File: src/rtl/mem_port_arbiter.sv
// mem_port_arbiter
//   Shares one single-ported, variable-latency memory between the instruction
//   fetch port (IF) and the load/store port (LS). One transaction is in flight
//   at a time. Completion returns a one-cycle rvalid to the owning port.
//
//   State table:
//     IDLE    | no transaction; grants may be issued this cycle
//     BUSY_IF | fetch in flight; mem_* held until mem_ready_i or timeout
//     BUSY_LS | load/store in flight; mem_* held until mem_ready_i or timeout
//
//   Ports:
//     clk_i, rst_i                  clock, async active-high reset
//     if_req_i/if_addr_i            fetch request
//     if_gnt_o                      fetch accepted (combinational)
//     if_rvalid_o/if_rdata_o        fetch data return
//     ls_req_i/ls_we_i/ls_be_i/
//     ls_addr_i/ls_wdata_i          load/store request
//     ls_gnt_o                      load/store accepted (combinational)
//     ls_rvalid_o/ls_rdata_o        load data / store done
//     err_o                         transaction aborted by timeout
//     mem_req_o/mem_we_o/mem_be_o/
//     mem_addr_o/mem_wdata_o        memory request fields (registered)
//     mem_ready_i/mem_rdata_i       memory completion and read data
//     stall_if_o/stall_mem_o        pipeline stall requests
module mem_port_arbiter #(
  parameter int ADDR_W       = 32,
  parameter int DATA_W       = 32,
  parameter int STARVE_LIMIT = 4,
  parameter int TIMEOUT      = 15
) (
  input  logic                clk_i,
  input  logic                rst_i,
  input  logic                if_req_i,
  input  logic [ADDR_W-1:0]   if_addr_i,
  output logic                if_gnt_o,
  output logic                if_rvalid_o,
  output logic [DATA_W-1:0]   if_rdata_o,
  input  logic                ls_req_i,
  input  logic                ls_we_i,
  input  logic [DATA_W/8-1:0] ls_be_i,
  input  logic [ADDR_W-1:0]   ls_addr_i,
  input  logic [DATA_W-1:0]   ls_wdata_i,
  output logic                ls_gnt_o,
  output logic                ls_rvalid_o,
  output logic [DATA_W-1:0]   ls_rdata_o,
  output logic                err_o,
  output logic                mem_req_o,
  output logic                mem_we_o,
  output logic [DATA_W/8-1:0] mem_be_o,
  output logic [ADDR_W-1:0]   mem_addr_o,
  output logic [DATA_W-1:0]   mem_wdata_o,
  input  logic                mem_ready_i,
  input  logic [DATA_W-1:0]   mem_rdata_i,
  output logic                stall_if_o,
  output logic                stall_mem_o
);

  localparam int BE_W   = DATA_W / 8;
  localparam int WAIT_W = (TIMEOUT < 2) ? 1 : $clog2(TIMEOUT + 1);

  typedef enum logic [1:0] {IDLE, BUSY_IF, BUSY_LS} state_e;

  state_e              state_q, state_d;
  logic [3:0]          streak_q, streak_d;
  logic [WAIT_W-1:0]   wait_q, wait_d;
  logic                we_q, we_d;
  logic [BE_W-1:0]     be_q, be_d;
  logic [ADDR_W-1:0]   addr_q, addr_d;
  logic [DATA_W-1:0]   wdata_q, wdata_d;
  logic                if_rvalid_q, if_rvalid_d;
  logic                ls_rvalid_q, ls_rvalid_d;
  logic                err_q, err_d;
  logic [DATA_W-1:0]   if_rdata_q, if_rdata_d;
  logic [DATA_W-1:0]   ls_rdata_q, ls_rdata_d;

  logic                busy;
  logic                if_starved;
  logic                done;
  logic                abort;
  logic [DATA_W-1:0]   ret_data;

  assign busy       = (state_q != IDLE);
  // LS normally wins as the older instruction; IF is forced once starved.
  assign if_starved = if_req_i && (streak_q == 4'(STARVE_LIMIT));
  assign ls_gnt_o   = !busy && ls_req_i && !if_starved;
  assign if_gnt_o   = !busy && if_req_i && !ls_gnt_o;

  assign done     = busy && mem_ready_i;
  // Abort on the edge that would bring the wait count to TIMEOUT; a ready in
  // that same cycle wins.
  assign abort    = busy && !mem_ready_i && (TIMEOUT != 0) &&
                    (wait_q == WAIT_W'(TIMEOUT - 1));
  assign ret_data = (done && !we_q) ? mem_rdata_i : '0;

  always_comb begin
    state_d     = state_q;
    wait_d      = wait_q;
    we_d        = we_q;
    be_d        = be_q;
    addr_d      = addr_q;
    wdata_d     = wdata_q;
    if_rvalid_d = 1'b0;
    ls_rvalid_d = 1'b0;
    err_d       = 1'b0;
    if_rdata_d  = if_rdata_q;
    ls_rdata_d  = ls_rdata_q;
    case (state_q)
      IDLE: begin
        if (ls_gnt_o) begin
          state_d = BUSY_LS;
          wait_d  = '0;
          we_d    = ls_we_i;
          be_d    = ls_be_i;
          addr_d  = ls_addr_i;
          wdata_d = ls_wdata_i;
        end else if (if_gnt_o) begin
          state_d = BUSY_IF;
          wait_d  = '0;
          we_d    = 1'b0;
          be_d    = '1;
          addr_d  = if_addr_i;
          wdata_d = '0;
        end
      end
      default: begin
        if (done || abort) begin
          state_d = IDLE;
          err_d   = abort;
          if (state_q == BUSY_IF) begin
            if_rvalid_d = 1'b1;
            if_rdata_d  = ret_data;
          end else begin
            ls_rvalid_d = 1'b1;
            ls_rdata_d  = ret_data;
          end
        end else begin
          wait_d = wait_q + WAIT_W'(1);
        end
      end
    endcase
  end

  always_comb begin
    streak_d = streak_q;
    if (!if_req_i || if_gnt_o) begin
      streak_d = '0;
    end else if (ls_gnt_o && (streak_q != 4'hF)) begin
      streak_d = streak_q + 4'd1;
    end
  end

  always_ff @(posedge clk_i or posedge rst_i) begin
    if (rst_i) begin
      state_q     <= IDLE;
      streak_q    <= '0;
      wait_q      <= '0;
      we_q        <= 1'b0;
      be_q        <= '0;
      addr_q      <= '0;
      wdata_q     <= '0;
      if_rvalid_q <= 1'b0;
      ls_rvalid_q <= 1'b0;
      err_q       <= 1'b0;
      if_rdata_q  <= '0;
      ls_rdata_q  <= '0;
    end else begin
      state_q     <= state_d;
      streak_q    <= streak_d;
      wait_q      <= wait_d;
      we_q        <= we_d;
      be_q        <= be_d;
      addr_q      <= addr_d;
      wdata_q     <= wdata_d;
      if_rvalid_q <= if_rvalid_d;
      ls_rvalid_q <= ls_rvalid_d;
      err_q       <= err_d;
      if_rdata_q  <= if_rdata_d;
      ls_rdata_q  <= ls_rdata_d;
    end
  end

  // mem_req_o comes straight from the state register so reset drops it at once.
  assign mem_req_o   = busy;
  assign mem_we_o    = we_q;
  assign mem_be_o    = be_q;
  assign mem_addr_o  = addr_q;
  assign mem_wdata_o = wdata_q;

  assign if_rvalid_o = if_rvalid_q;
  assign if_rdata_o  = if_rdata_q;
  assign ls_rvalid_o = ls_rvalid_q;
  assign ls_rdata_o  = ls_rdata_q;
  assign err_o       = err_q;

  assign stall_if_o  = if_req_i & ~if_rvalid_q;
  assign stall_mem_o = ls_req_i & ~ls_rvalid_q;

endmodule

File: config.mk
export PLATFORM = sky130hd
export DESIGN_NAME = mem_port_arbiter
export DESIGN_NICKNAME = d
export VERILOG_FILES = /design/src/rtl/mem_port_arbiter.sv
export SDC_FILE = /design/constraint.sdc
export NUM_CORES = 1
export LEC_CHECK = 0
export ABC_AREA = 1
export CORE_ASPECT_RATIO = 1.5
export CORE_MARGIN = 2
export CORE_UTILIZATION = 45
export DETAILED_ROUTE_END_ITERATION = 8
export PLACE_DENSITY_LB_ADDON = 0.2
export SLEW_MARGIN = 5
export SYNTH_ARGS = -nofsm -noshare
export SYNTH_HDL_FRONTEND = slang
export SYNTH_SLANG_ARGS = --single-unit
File: constraint.sdc
create_clock -name clk_i -period 7.2 [get_ports clk_i]
set_input_delay 1.44 -clock clk_i [delete_from_list [all_inputs] [get_ports clk_i]]
set_output_delay 1.44 -clock clk_i [all_outputs]
set_load 0.02 [all_outputs]
* After elaboration in Yosys (flattened, before gate mapping)
Index checks and enable logic that the tools add are counted.
Widths: inputs -> output; s select.
** Cells by class
- $add $sub $neg :: 2
- Eq/ne operators :: 6
- Mux-type cells :: 27
- Bitwise operators :: 6
- Reductions and logical operators :: 28
** Operator list (count)
- $mux 32 :: 5
- $mux 4 :: 8
- $logic_and 1x1->1 :: 10
- $mux 1 :: 10
- $add 4x1->4 const B :: 2
- $mux 2 :: 4
- $reduce_bool 2->1 :: 4
- $logic_not 1->1 :: 6
- $reduce_and 2->1 :: 3
- $reduce_and 3->1 :: 2
- $eq 4x3->1 const B :: 1
- $eq 4x4->1 const B :: 1
- $ne 4x4->1 const B :: 1
- $not 1->1 :: 4
- $ne 3x3->1 const B :: 1
- $and 1x1->1 :: 2
- $eq 2x1->1 const B :: 1
- $logic_not 2->1 :: 1
- $logic_or 1x1->1 :: 2
- $ne 2x1->1 const B :: 1
** Storage, ports and cells
- Flip-flop bits (word level) :: 146
- Input bits :: 138
- Output and inout port bits :: 141
- Word-level logic and storage cells :: 81

* Longest topological paths before layout
Gate-level depths: netlist of the first run.
- Depth after elaboration :: 9
- Mapped depth :: 10
- Depth with buffers taken out :: 9

* Least setup slack after synthesis of the first run
No wires, ideal clock.
- Path type :: input -> output
- Start :: input if_req_i
- End :: output if_gnt_o
- Data arrival time :: 2193 ps
- Required time :: 5760 ps
- Slack :: 3567 ps
- Stages :: 7
- Path buffers :: 1
- Cell sequence :: nand2_1 inv_1 nand2_1 nand2_1 buf_4 nand2_1 nor2_1
** Between the ends
- Cells in the longest elaborated chain, start to end :: 5
- Elaborated cells on any way between the ends :: 6
- Those cells by class :: 6 x reduce/logical
** RTL lines
- start, declared :: line 33 : input logic if_req_i,
- $logic_and 1x1->1 :: line 84 : assign if_starved = if_req_i && (streak_q == 4'(STARVE_LIMIT));
- $logic_not 1->1 :: line 85 : assign ls_gnt_o = !busy && ls_req_i && !if_starved;
- $logic_and 1x1->1 :: line 85
- $logic_not 1->1 :: line 86 : assign if_gnt_o = !busy && if_req_i && !ls_gnt_o;
- $logic_and 1x1->1 (*) :: line 86
- end, declared :: line 35 : output logic if_gnt_o,
Every way passes the cells marked *; elsewhere a longest branch is shown, timed or not.

* Worst setup path in the final report of the first run
Ends and elaborated chain as after synthesis.

==> results.yml, run 1 <==
floorplan:
  initial_core_util_pct: 45.6
  die_width_um: 99.2
  core.rowCount: 52
  io_pins: 279
  die_y_um: 147
  die-area_um2: 14600
  coreArea_um2: 13400
sta:
  setup_viol: 0
  worst_pin_slew_ns: 0.961
  rsz0062_at_grt: "false"
  fin_skew_ns: 0.00934
  min_period_ns: 4.56
  drv_slew: 0
  slew_headroom_pct: 35.9
  final_hold_viol_count: 0
  finalSetupTns_ns: 0
  whs_ns: 0.481
  period_share_pct: 63.4
  max_freq_mhz: 219
final_layout:
  final_cells: 1136
  drive_gt1_share_pct: 4.52
  syn2layout_area_growth_pct: 57.7
  nNetsFinal: 1104
  num_antenna_cells: 0
detailed_routing:
  avgViaCountPerCell: 4.94
  vias: 5615
  drc: 0
  wire_per_inst_um: 16.0
  ant_nets: 0
  drt_first_pass_iters: 4
  wl_mm: 18.1
  drt_first_iter_violations: 200
clocking:
  clockBufferDepth: 2
  cts_made_buffers: 17
  cts_tree: "yes"
  cts_resized: 0
  cts_setup_buffers: 0
  clk_pin_slew_ns: 0.06
  cts-root-buf: "clkbuf_16"
  worstSkewPairLatency_ns: 0.41
  clock_sink_count: 146
  htreeDepth: 4
  hold_buffers: 0
setup_path:
  critical_path.cell_chain: "clkdlybuf4s50_1 -> nand2_1 -> inv_1 -> nand2_1 -> nand2_1 -> nand2_1 -> nor2_1 -> clkdlybuf4s50_1"
  critPathTopFamily: "buffers and inverters"
  worst_path_max_delay_cell: "clkdlybuf4s50_1"
  critPathRequiredTime_ns: 5.76
  cp.arrival_ns: 3.12
  cp_max_fo: 4
  cpPeakStageDelay_ns: 0.63
  critical_path_class: "primary input to primary output"
  path_buf_inv: 3
  start_kind: "primary input"
  cpMostUsedCell: "nand2_1"
  end_kind: "primary output"
power_and_ir_drop:
  power.share.clock_pct: 22.7
  p_comb_share_pct: 46.1
  p_sw_share_pct: 37.7
  p_per_area_nw_per_um2: 455
  p_switching_uw: 1650
  p_leak_uw: 0.00459
  p_seq_share_pct: 31.2
  ir_drop_mv: 0.257
  p_int_uw: 2730
grt:
  grt_pass1_vias: 5561
  grt_pass1_wl_mm: 28.5
  grtUsageTotal_pct: 24.9
  grt_max_degree: 77
  antenna_found_initial: 0
  grt.overflow.total: 0
yosys:
  syn_avg_cell_area_um2: 8.81
  ys_seq_area_share_pct: 59.8
  yosysMostFrequentCell: "nand2_1"
  synth_cell_types: 22
  syn_area_um2: 6110
  synth-seq-cells: 146
  syn_inst: 694
  ys.flop_type: "dfrtp_1"
  synth.area.top_cells: "dfrtp_1, nand2_1, a21oi_1"
  synthArstFlopShare_pct: 100
  synth_edf_count: 0
  yosysWarningCount: 0
  netlist.top_cell.by_area: "dfrtp_1"
  synthTopCellsByCount: "nand2_1, dfrtp_1, nor2_1"
  synth_top_area_share_pct: 59.8
  synth_nets: 836
run_status:
  run_status: "finished, final reports clean"
place:
  io_buffers: 278
  place.gp.congestion: 0.803
  dp_cells: 1105
  dp_hpwl_mm: 12.3
hold_path:
  hp-class: "flip-flop to flip-flop"
run:
  maxCapViolations: 0
## final timing paths
kind / end / cells past startpoint / slack [ns] / from
hold reg to reg: ls_rdata_o[31]$_DFFE_PP0P_ / 2 / 0.48 / ls_rdata_o[31]$_DFFE_PP0P_
setup / recovery: if_gnt_o / 8 / 2.64 / if_req_i
max in group asynchronous: ls_rdata_o[17]$_DFFE_PP0P_ / 3 / 4.26 / rst_i
min in group asynchronous: mem_wdata_o[13]$_DFFE_PP0P_ / 2 / 1.50 / rst_i
hold / removal: ls_rdata_o[31]$_DFFE_PP0P_ / 2 / 0.48 / ls_rdata_o[31]$_DFFE_PP0P_
setup reg to reg: if_rdata_o[27]$_DFFE_PP0P_ / 9 / 5.13 / wait_q[0]$_DFFE_PP0P_
## area by class of cell
type                       instances  area, µm²
clock buffer                      19        433
fill                            1054       3760
clock inverter                    12        231
sequential                       146       3650
timing repair buffer             286       2840
multi-input combinational        456       2070
inverter                          55        211
tap                              162        203
## routing by layer
layer | vias up | wire length (µm) | GRT usage [%]
met5 | - | 0 | 0
met4 | 0 | 381 | 7.40
met3 | 25 | 1640 | 9.13
met2 | 203 | 9090 | 42.4
met1 | 2668 | 7030 | 29.3
li1 | 2719 | - | -
## cells by family (layout without fill, tap and decap cells)
group / after synthesis / after routing / synth area share (%)
AOI/OAI and AO/OA: 111 / 111 / 11.3
adders and majority gates: 4 / 4 / 0.819
buffers and inverters: 92 / 372 / 6.59
DFF: 146 / 146 / 59.8
and+or+nand+nor: 339 / 339 / 21.3
xor gates and xnor gates: 2 / 2 / 0.287
## worst reg2reg max path, delay by kind of cell (launching register included)
family / cells / cell delay, ns
DFF: 1 / 0.42
buffers and inverters: 3 / 0.85
adders and majority gates: 1 / 0.14
AOI/OAI and AO/OA: 1 / 0.19
and+or+nand+nor: 4 / 0.44
## metrics by stage
step | utilization [%] | area [µm²] | setup WS, ns | power, µW
final | 72.0 | 9650 | 2.64 | 4390
after global routing | 72.0 | 9650 | 2.44 | 4620
after CTS | 72.0 | 9650 | 2.62 | 4430
after detailed placement | 67.0 | 8980 | 2.64 | 3420
after global placement | 67.0 | 8980 | 2.63 | 3390
after floorplan | - | 6110 | 1.84 | 2440
## power groups by stage
stage / clock [µW] / sequential, µW / combinational [µW]
2_1_floorplan: 0 / 1790 / 649
3_3_place_gp: 0 / 1370 / 2020
3_5_place_dp: 0 / 1380 / 2040
4_1_cts: 1010 / 1370 / 2050
5_1_grt: 1040 / 1410 / 2170
6_report: 994 / 1370 / 2020
## state kept, by name (all words and copies together) (netlist names)
| register | count |
|---|---|
| mem_wdata_o | 32 |
| ls_rdata_o | 32 |
| if_rvalid_o | 1 |
| mem_addr_o | 32 |
| mem_we_o | 1 |
| err_o | 1 |
| if_rdata_o | 32 |
| mem_be_o | 4 |
| ls_rvalid_o | 1 |
| wait_q | 4 |
| streak_q | 4 |
| state_q | 2 |
## cells in the final DEF (no fill, tap or decap)
cell               n
ha_1               4
xnor2_1            1
clkinvlp_4         1
nor2_1            78
a21oi_2            1
buf_4              8
o21ai_4            1
bufinv_16          6
nor3_1             1
inv_1             52
dfrtp_1          146
nand2_1          245
clkbuf_16         17
xor2_1             1
o21ai_0            7
nor2_4             2
inv_2              2
o22ai_1            4
clkbuf_1           2
nand4_1            2
a21oi_1           66
clkdlybuf4s50_1  278
nand3_1           11
a22o_1            32
clkinv_4           4
inv_6              2
Note: power is estimated with default switching activity, not from simulation.
==> inputs of run 2 (changes only) <==
- CORE_UTILIZATION: 45 -> 38
- clock period: 7.2 -> 3.8 ns (I/O delays scaled with it)
==> results.yml, run 2 (synthesis results as in run 1) <==
grt:
  grt_max_degree: 89
  grt_pass1_wl_mm: 29.0
  grt_pass1_vias: 5430
  grtUsageTotal_pct: 21.6
  antenna_found_initial: 0
  grt.overflow.total: 0
setup_path:
  cp.arrival_ns: 2.51
  rr_endpoint: "ls_rdata_o[1]$_DFFE_PP0P_"
  cpMostUsedCell: "nand2_1"
  r2r_setup_slack_ns: 1.71
  cp_max_fo: 4
  critical_path_class: "primary input to primary output"
  critical_path.cell_chain: "clkdlybuf4s50_1 -> nand2_1 -> inv_1 -> nand2_1 -> nand2_1 -> nand2_1 -> nor2_1 -> clkdlybuf4s50_1"
  path_buf_inv: 3
  reg2reg_depth: 7
  start_kind: "primary input"
  cpPeakStageDelay_ns: 0.67
  critPathRequiredTime_ns: 3.04
  end_kind: "primary output"
  worst_path_max_delay_cell: "clkdlybuf4s50_1"
  crit-reg2reg-launch: "state_q[1]$_DFFE_PP0P_"
  critPathTopFamily: "buffers and inverters"
floorplan:
  core.rowCount: 56
  coreArea_um2: 15700
  die_width_um: 108
  die-area_um2: 17100
  io_pins: 279
  initial_core_util_pct: 39.0
  die_y_um: 159
sta:
  finalSetupTns_ns: 0
  rsz0062_at_grt: "false"
  period_share_pct: 86.0
  whs_ns: 0.477
  slew_headroom_pct: 47.9
  max_freq_mhz: 306
  fin_skew_ns: 0.00998
  min_period_ns: 3.27
  drv_slew: 0
  setup_viol: 0
  final_hold_viol_count: 0
  worst_pin_slew_ns: 0.781
detailed_routing:
  drt_first_iter_violations: 289
  ant_nets: 0
  wl_mm: 18.8
  vias: 5594
  avgViaCountPerCell: 4.74
  wire_per_inst_um: 15.9
  drt_first_pass_iters: 4
  drc: 0
final_layout:
  final_common_cell: "clkdlybuf4s50_1"
  nNetsFinal: 1106
  fillers: 1400
  syn2layout_area_growth_pct: 57.4
  num_antenna_cells: 0
  layout_common_cells: "clkdlybuf4s50_1, nand2_1, dfrtp_1"
  drive_gt1_share_pct: 4.91
run:
  maxCapViolations: 0
power_and_ir_drop:
  p_total_uw: 8020
  ir_drop_mv: 0.444
  p_per_area_nw_per_um2: 833
  p_leak_uw: 0.00454
clocking:
  clockBufferDepth: 2
  clock_sink_count: 146
  htreeDepth: 4
  cts_tree: "yes"
  hold_buffers: 0
  cts-root-buf: "clkbuf_16"
  cts_setup_buffers: 0
  cts_resized: 0
  cts_made_buffers: 17
  worstSkewPairLatency_ns: 0.41
  clk_pin_slew_ns: 0.06
run_status:
  run_status: "finished, final reports clean"
place:
  io_buffers: 278
  place.gp.congestion: 0.809
  dp_hpwl_mm: 12.9
hold_path:
  hp-start: "ls_rdata_o[22]$_DFFE_PP0P_"
  hp-class: "flip-flop to flip-flop"
  whs_path_depth: 2
  min_to: "ls_rdata_o[22]$_DFFE_PP0P_"
==> run 2: cell types whose count changed in the layout (fill, tap and decap cells not counted) <==
| cell | previous run | this run |
|---|---|---|
| buf_12 | 0 | 2 |
| bufinv_16 | 6 | 0 |
| clkbuf_1 | 2 | 1 |
| clkbuf_8 | 0 | 2 |
| clkinv_4 | 4 | 2 |
| clkinvlp_4 | 1 | 7 |
| inv_6 | 2 | 4 |
==> run 2: worst max path at each step <==
stage / startpoint / end / cells past startpoint / slack, ns
final: if_req_i / if_gnt_o / 8 / 0.53
after CTS: if_req_i / if_gnt_o / 8 / 0.53
after detailed placement: if_req_i / if_gnt_o / 8 / 0.53
after global placement: if_req_i / if_gnt_o / 8 / 0.57
after global routing: if_req_i / if_gnt_o / 8 / 0.33
after floorplan: rst_i / err_o$_DFF_PP0_ / 1 / 1.21
==> run 2: final cells by class <==
| class | count | area [µm²] | area share [%] |
|---|---|---|---|
| sequential | 146 | 3650 | 38.0 |
| timing repair buffer | 288 | 2880 | 29.9 |
| multi-input combinational | 456 | 2070 | 21.5 |
| clock buffer | 20 | 457 | 4.74 |
| tap | 203 | 254 | 2.64 |
| inverter | 55 | 210 | 2.18 |
| clock inverter | 12 | 97.6 | 1.01 |
==> run 2: routing by layer <==
metal | part of all wire, % | global-route usage, % | vias up
li1 | - | - | 2728
met1 | 39 | 25.5 | 2625
met2 | 50 | 36.9 | 217
met3 | 8.6 | 7.12 | 24
met4 | 1.9 | 6.76 | 0
met5 | 0 | 0 | -
==> run 2: stage by stage <==
step / instances / setup WS (ns) / util, % / cell area, µm²
final: 1180 / 0.533 / 61.3 / 9630
after global routing: 1180 / 0.329 / 61.3 / 9630
after floorplan: 694 / 1.21 / - / 6120
after CTS: 1180 / 0.530 / 61.3 / 9630
after detailed placement: 1148 / 0.533 / 57.8 / 9070
after global placement: 1148 / 0.568 / 57.8 / 9070
==> run 2: worst reg2reg max path: cells and delay by family (launching register included) <==
family,cells,cell delay (ns)
flip-flops,1,0.46
AND/OR/NAND/NOR,5,1.06
buffers and inverters,2,0.52
==> run 2: where the power goes <==
part,total [µW],internal (µW),switching [µW]
Clock,1560,881,682
Combinational,3860,1730,2130
Sequential,2600,2230,375
==> inputs of run 3 (changes only) <==
--- a/config.mk
+++ b/config.mk
@@ -12,3 +12,3 @@
 export DETAILED_ROUTE_END_ITERATION = 8
-export PLACE_DENSITY_LB_ADDON = 0.2
+export PLACE_DENSITY = 0.77
 export SLEW_MARGIN = 5
--- a/constraint.sdc
+++ b/constraint.sdc
@@ -3,2 +3,2 @@
 set_output_delay 0.76 -clock clk_i [all_outputs]
-set_load 0.02 [all_outputs]
+set_load 0.1 [all_outputs]
==> results.yml, run 3 (synthesis results as in run 1) <==
setup_path:
  cp_max_fo: 4
  start_kind: "primary input"
  r2r_setup_slack_ns: 1.51
  end_kind: "primary output"
  critical_path_class: "primary input to primary output"
  critPathRequiredTime_ns: 3.04
  cp.arrival_ns: 2.11
floorplan:
  io_pins: 279
  die-area_um2: 17100
  die_y_um: 159
  core.rowCount: 56
  initial_core_util_pct: 39.0
  die_width_um: 108
  coreArea_um2: 15700
grt:
  antenna_found_initial: 0
  grt_pass1_vias: 5645
  grt.overflow.total: 0
  grt_pass1_wl_mm: 29.0
  grtUsageTotal_pct: 21.3
  grt_max_degree: 81
final_layout:
  final_common_cell: "clkdlybuf4s50_1"
  nNetsFinal: 1106
  syn2layout_area_growth_pct: 57.7
  layout_common_cells: "clkdlybuf4s50_1, nand2_1, dfrtp_1"
  num_antenna_cells: 0
  drive_gt1_share_pct: 5.53
clocking:
  cts-root-buf: "clkbuf_16"
  cts_setup_buffers: 0
  hold_buffers: 0
  clock_sink_count: 146
  cts_resized: 0
  clk_pin_slew_ns: 0.06
  cts_tree: "yes"
  worstSkewPairLatency_ns: 0.41
  htreeDepth: 4
  clockBufferDepth: 2
  cts_made_buffers: 17
sta:
  max_freq_mhz: 348
  worst_pin_slew_ns: 1.05
  fin_skew_ns: 0.0144
  period_share_pct: 75.6
  finalSetupTns_ns: 0
  final_hold_viol_count: 0
  min_period_ns: 2.87
  setup_viol: 0
  drv_slew: 0
  rsz0062_at_grt: "false"
  slew_headroom_pct: 29.7
detailed_routing:
  ant_nets: 0
  wl_mm: 18.4
  avgViaCountPerCell: 4.74
  drc: 0
  wire_per_inst_um: 15.6
  drt_first_pass_iters: 4
  vias: 5589
  drt_first_iter_violations: 283
place:
  place.gp.congestion: 0.789
  io_buffers: 278
  dp_hpwl_mm: 12.7
run:
  maxCapViolations: 0
run_status:
  run_status: "finished, final reports clean"
hold_path:
  hp-class: "flip-flop to flip-flop"
-- run 3: cell type report --
class	instances	area, µm²
Fill cell	1322	6050
Sequential cell	146	3650
Timing Repair Buffer	288	2880
Multi-Input combinational cell	456	2070
Clock buffer	17	425
Tap cell	203	254
Inverter	55	210
Clock inverter	15	149
-- run 3: stage by stage --
stage	worst slack [ns]	cells	area, µm²	utilization [%]	hold WS, ns
4_1_cts	0.922	1180	9650	61.5	0.481
3_3_place_gp	0.953	1148	9070	57.8	0.461
3_5_place_dp	0.927	1148	9070	57.8	0.464
6_report	0.928	1180	9650	61.5	0.480
2_1_floorplan	0.149	694	6120	-	0.511
5_1_grt	0.847	1180	9650	61.5	0.497
-- run 3: worst paths after layout --
check | startpoint | to | cells after the start
max | if_req_i | if_gnt_o | 8
max in group asynchronous | rst_i | ls_rdata_o[22]$_DFFE_PP0P_ | 3
max reg2reg | wait_q[0]$_DFFE_PP0P_ | ls_rdata_o[7]$_DFFE_PP0P_ | 8
min | ls_rdata_o[8]$_DFFE_PP0P_ | ls_rdata_o[8]$_DFFE_PP0P_ | 2
min in group asynchronous | rst_i | mem_wdata_o[0]$_DFFE_PP0P_ | 3
min reg2reg | ls_rdata_o[8]$_DFFE_PP0P_ | ls_rdata_o[8]$_DFFE_PP0P_ | 2
-- run 3: critical path: stages --
cell	delay (ns)
clkdlybuf4s50_1	0.57
nand2_1	0.10
inv_1	0.06
nand2_1	0.06
nand2_1	0.08
nand2_1	0.08
nor2_1	0.19
buf_12	0.21
-- run 3: routing by layer --
metal / part of all wire [%] / track usage, %
met1: 39 / 24.5
met2: 51 / 37.6
met3: 8.3 / 6.47
met4: 1.9 / 6.64
met5: 0 / 0
Power of run 3 is not shown: default switching activity piles up to over one toggle a cycle in this logic, so the estimate is an artifact.
